`src/rtl/usb_serial_pkg.sv`:
```
// Shared constants for the USB serial tx/rx byte FIFOs.
package usb_serial_pkg;

    // Default number of byte entries in each serial FIFO instance.
    localparam int UsbSerialFifoDepth = 16;

    // One byte of serial payload.
    typedef logic [7:0] usb_byte_t;

endpackage : usb_serial_pkg

```
`src/rtl/usb_serial_tx_fifo.sv`:
```
// First-word-fall-through byte FIFO feeding the USB serial transmit endpoint.
// Wrap-bit pointers give full/empty without a separate counter; sticky
// overflow/underflow flags record misuse until cleared.
module usb_serial_tx_fifo
    import usb_serial_pkg::*;
#(
    parameter int Depth  = UsbSerialFifoDepth,
    parameter int DepthW = $clog2(Depth)
) (
    input  logic              clk_i,
    input  logic              rst_i,
    input  logic              clr_i,
    input  logic              wvalid_i,
    input  logic [7:0]        wdata_i,
    output logic              wready_o,
    input  logic              tx_read,
    output logic              tx_empty,
    output logic [7:0]        tx_fifo_rdata,
    output logic [DepthW:0]   depth_o,
    output logic              overflow_o,
    output logic              underflow_o
);

    localparam logic [DepthW:0] PtrOne = {{DepthW{1'b0}}, 1'b1};

    // Storage is never reset; its contents only matter between rptr and wptr.
    usb_byte_t mem_reg [Depth];

    logic [DepthW:0] wptr_reg, wptr_next;
    logic [DepthW:0] rptr_reg, rptr_next;
    logic            overflow_reg, overflow_next;
    logic            underflow_reg, underflow_next;

    logic full;
    logic empty;
    logic push_en;
    logic pop_en;

    // Equal pointers mean empty; equal index with differing wrap bits means full.
    assign empty = (wptr_reg == rptr_reg);
    assign full  = (wptr_reg[DepthW-1:0] == rptr_reg[DepthW-1:0]) &&
                   (wptr_reg[DepthW] != rptr_reg[DepthW]);

    // wready depends only on stored state, so a pop cannot make room for a
    // push in the same cycle.
    assign push_en = wvalid_i && !full;
    assign pop_en  = tx_read && !empty;

    assign wready_o      = !full;
    assign tx_empty      = empty;
    assign tx_fifo_rdata = mem_reg[rptr_reg[DepthW-1:0]];
    assign depth_o       = wptr_reg - rptr_reg;
    assign overflow_o    = overflow_reg;
    assign underflow_o   = underflow_reg;

    // Next-state for pointers and sticky flags; clear overrides push and pop.
    always_comb begin
        wptr_next      = wptr_reg;
        rptr_next      = rptr_reg;
        overflow_next  = overflow_reg;
        underflow_next = underflow_reg;
        if (clr_i) begin
            wptr_next      = '0;
            rptr_next      = '0;
            overflow_next  = 1'b0;
            underflow_next = 1'b0;
        end else begin
            if (push_en) begin
                wptr_next = wptr_reg + PtrOne;
            end
            if (pop_en) begin
                rptr_next = rptr_reg + PtrOne;
            end
            if (wvalid_i && full) begin
                overflow_next = 1'b1;
            end
            if (tx_read && empty) begin
                underflow_next = 1'b1;
            end
        end
    end

    // Pointer and flag registers with asynchronous reset.
    always_ff @(posedge clk_i or posedge rst_i) begin
        if (rst_i) begin
            wptr_reg      <= '0;
            rptr_reg      <= '0;
            overflow_reg  <= 1'b0;
            underflow_reg <= 1'b0;
        end else begin
            wptr_reg      <= wptr_next;
            rptr_reg      <= rptr_next;
            overflow_reg  <= overflow_next;
            underflow_reg <= underflow_next;
        end
    end

    // Byte storage write; a push swallowed by clear or reset leaves it untouched.
    always_ff @(posedge clk_i) begin
        if (push_en && !clr_i && !rst_i) begin
            mem_reg[wptr_reg[DepthW-1:0]] <= wdata_i;
        end
    end

endmodule : usb_serial_tx_fifo

```
`config.mk`:
```
export PLATFORM = sky130hd
export DESIGN_NAME = usb_serial_tx_fifo
export DESIGN_NICKNAME = d
export VERILOG_FILES = /design/src/rtl/usb_serial_pkg.sv /design/src/rtl/usb_serial_tx_fifo.sv
export SDC_FILE = /design/constraint.sdc
export NUM_CORES = 1
export LEC_CHECK = 0
export CORE_MARGIN = 2
export CORE_UTILIZATION = 55
export CTS_CLUSTER_SIZE = 14
export DETAILED_ROUTE_END_ITERATION = 10
export DONT_BUFFER_PORTS = 1
export PLACE_DENSITY = 0.7
export SLEW_MARGIN = 40
export SYNTH_ARGS = -nofsm -noshare
export SYNTH_HDL_FRONTEND = slang
export SYNTH_SLANG_ARGS = --single-unit
```
`constraint.sdc`:
```
create_clock -name clk_i -period 5.7 [get_ports clk_i]
set_clock_uncertainty 0.1 [all_clocks]
set_input_delay 1.14 -clock clk_i [delete_from_list [all_inputs] [get_ports clk_i]]
set_output_delay 1.14 -clock clk_i [all_outputs]
set_load 0.05 [all_outputs]
```
[Word level (Yosys, flattened, before mapping)]
Memories as Yosys holds them, arrays and structs flattened.
Cells that the tools add are included.
Cells by class
  add/sub/neg operators: 3
  eq/ne operators: 3
  multiplexer cells: 10
  reductions and logical operators: 15
Operator list (count)
  5-bit 2-to-1 mux: 4
  5-bit by 1-bit adder with 5-bit output (second input constant): 2
  2-bit nonzero test: 4
  1-bit logical AND: 7
  1-bit 2-to-1 mux: 6
  5-bit == test: 1
  5-bit subtractor: 1
  4-bit == test: 1
  1-bit zero test: 4
  1-bit inequality test: 1
Word-level totals
  flip-flop bits (word level): 12
  bits in writable memories: 128
  input port bits: 13
  logic and storage cells: 36
  memories: 1
Memories
  mem_reg: depth 16, width 8, read ports 1, clocked after Yosys merged registers in 0, write ports 1, RTL line usb_serial_tx_fifo.sv:27  | usb_byte_t mem_reg [Depth];

[Depth between registers and ports, before layout]
  depth in word-level cells: 8
  gate-level depth with buffers: 8
  mapped depth without buffers: 7

[Worst setup path after synthesis]
No wires, ideal clock.
  path kind: register -> output
  from: register rptr_reg[0]
  to: output port tx_fifo_rdata[2]
  arrival: 2.398 ns
  data required time: 4.460 ns
  path slack: 2.062 ns
  cell stages (with the launch flop): 8
  path buffers: 3
  cells stage by stage: dfrtp_1 buf_4 buf_4 and2_1 buf_2 a22oi_1 mux2i_1 o21ai_0
Between the ends
  cells in the longest elaborated chain, start to end: 1
Ends and longest elaborated chain
  from (decl): RTL line usb_serial_tx_fifo.sv:30  | logic [DepthW:0] rptr_reg, rptr_next;
  from (signal assigned): RTL line usb_serial_tx_fifo.sv:92  | rptr_reg <= rptr_next;
  memory read 16 x 8 bit
  to (decl): RTL line usb_serial_tx_fifo.sv:18  | output logic [7:0] tx_fifo_rdata,
Every way passes these cells.

[Final worst setup path]
  from: register rptr_reg[2]
  to: output port tx_empty
Between the ends
  cells in the longest elaborated chain, start to end: 1
Ends and longest elaborated chain
  5-bit == test: RTL line usb_serial_tx_fifo.sv:40  | assign empty = (wptr_reg == rptr_reg);
  to (decl): RTL line usb_serial_tx_fifo.sv:17  | output logic tx_empty,
Every way passes these cells.

==> run summary <==
CP Launch Type = flop
Most common cell after layout, fill and taps aside = edfxtp_1
DR iter-0 viols = 275
Count of final setup violators = 0
CTS resizes = 0
Setup TNS = 0 ns
Pre-CTS setup slack = 2.172 ns
Cell Chain, Critical Path = clkinv_1 > ha_1 > nand4_2 > nor2_2
Final WL = 11710 µm
DR vias/cell = 6.107
Post-route minimum period = 4.105 ns
Worst-margin pin slew = 0.8090 ns
Slew Viols, Final = 0
Syn_nets = 342
Fin util = 0.6428
Vias in the first global route = 3008
Largest register FFs = 128
WS Path Type = flop to primary output
Peak supply drop = 0.1953 mV
Required @ worst endpoint = 4.46 ns
Register area = 4151 µm²
Slew margin rel. = 0.4587
Clock Tree Buf Depth = 2
Max-cap violations = 0
Synth Instances = 319
Via count = 2913
Period utilization = 0.7201
H-tree Lvls = 4
Port Buffers = 0
GRT Overall Usage = 0.2269
I/O pin count = 30
Top-area cell type share of the netlist area = 0.6634
Commonest non-fill, non-tap cells in the layout = edfxtp_1, mux2i_1, mux4_2, nor2_1, clkbuf_16
Clock net sink count = 140
Syn_area_per_cell = 18.16 µm²
Final hold vios = 0
Synth cell types = 36
Grt peak-use layer = met2
GPL Wtd Cong = 0.8095
Pin count of the biggest net entering global routing = 45
EDFF count, synth = 128
Routed len/inst = 24.55 µm
Die height = 106.6 µm
N_diodes = 0
Worst Hold Class = primary input to async pin
Initial Utilization = 0.5638
Largest cells by area after synthesis = edfxtp_1, mux4_2, dfrtp_1
Area grow syn2layout = 14.01%
Multi-input gate area = 1593 µm²
Ys flop type = edfxtp_1
F_max = 243.6 MHz
Drt first pass iters = 4
Power density cells = 403.7 nW/µm²
Leak = 2.167 nW
Area leader, netlist = edfxtp_1
Die W = 106.6 µm
Final net count = 351
Clk_lat worst skew = 0.51 ns
Clock tree root buffer cell = clkbuf_8
GR Util met3 = 0.07477
Post-Syn Area = 5794 µm²
# rows = 37
RSZ-0062 raised after global routing = no
#FFs+latches synth = 140
Clk slew on worst S/H paths = 0.06 ns
Remaining antenna violation count = 0
Critical Path End Type = primary output
Fill cells = 716
Yosys warnings = 0
CTS Hold Buffers Added = 0
DRC errors left = 0
WP data arrival = 2.86 ns
Status = finished clean
Post-synthesis sequential area ratio = 0.7152
Post-CTS Setup Bufs = 0
Core box area = 10280 µm²
Routing usage on met2 = 0.3540
Async SR Flop Fraction = 0.08571
TritonCTS clock tree = yes
CP Max Fanout = 10
Total gr overflow = 0
Slowest CP cell = ha_1
CP peak stage delay = 0.61 ns
First-pass GRT wire length = 18260 µm
Hold WS = 0.4312 ns
Full die area = 11370 µm²
Initial antenna violation count = 0
Layout cell share with drive strength beyond 1 = 0.2434
GR Util met1 = 0.3109
Detailed Place HPWL = 7239 µm
Final setup margin = 1.595 ns
Cts bufs inserted = 17
==> worst max-delay path: cells and delay by family, from the launching register on <==
| kind | cells | cell delay [ns] |
|---|---|---|
| buffers and inverters | 1 | 0.50 |
| adders and majority gates | 1 | 0.61 |
| and+or+nand+nor | 2 | 0.82 |
| DFF | 1 | 0.42 |
==> Yosys cell counts (5+ instances only) <==
master and number:
a32oi_1 8, clkbuf_1 5, edfxtp_1 128, a22oi_1 8, xor2_1 5, ha_1 9, nor2_1 26, dfrtp_1 12
nand2_1 5, o21ai_0 11, inv_1 8, xnor2_1 5, a21oi_1 6, mux2i_1 26, mux4_2 24
==> area by class of cell <==
type,count,area share
sequential,140,0.6284
multi-input combinational,155,0.2411
clock buffer,18,0.06326
clock inverter,14,0.03125
tap,136,0.02576
inverter,10,0.005682
timing repair buffer,4,0.004545
==> routing by layer <==
metal / wire, µm / vias to the layer above
met5: 0 / -
met3: 1050 / 9
met4: 114 / 0
met1: 4644 / 1503
met2: 5902 / 108
li1: - / 1293
==> kinds of logic (layout without fill, tap and decap cells) <==
logic type | count (synthesis) | after routing | synth area share
compound gates | 41 | 41 | 0.04923
xor+xnor | 11 | 11 | 0.01792
fa+ha+maj | 10 | 10 | 0.02289
buf+inv | 24 | 46 | 0.02073
flops | 140 | 140 | 0.7152
mux | 50 | 50 | 0.1382
simple gates | 43 | 43 | 0.03585
==> metrics by stage <==
stage / total power, mW / cell area (µm²) / std cells
finish: 2.667 / 6606 / 477
global route: 2.742 / 6606 / 477
CTS: 2.680 / 6599 / 477
detailed placement: 1.537 / 5974 / 445
global placement: 1.520 / 5914 / 445
floorplan: 1.471 / 5794 / 319
==> report_power, final <==
part	total, mW	switching [mW]	internal [mW]
Combinational	0.326	0.206	0.120
Sequential	1.19	0.0579	1.13
Clock	1.15	0.430	0.722
Total	2.67	0.694	1.97
==> path summary, 6_finish.rpt <==
| path | from | slack [ns] | end | cells after the start |
|---|---|---|---|---|
| setup / recovery | rptr_reg[2] | 1.60 | tx_empty | 4 |
| hold reg to reg | wptr_reg[4] | 0.53 | wptr_reg[4] | 2 |
| setup reg to reg | rptr_reg[2] | 2.21 | mem_reg[11][0] | 6 |
| hold / removal | rst_i | 0.43 | wptr_reg[3] | 1 |
| min in group clk_i | wptr_reg[4] | 0.53 | wptr_reg[4] | 2 |
| max in group asynchronous | rst_i | 4.69 | rptr_reg[0] | 1 |
Note: power is estimated with default switching activity, not from simulation.
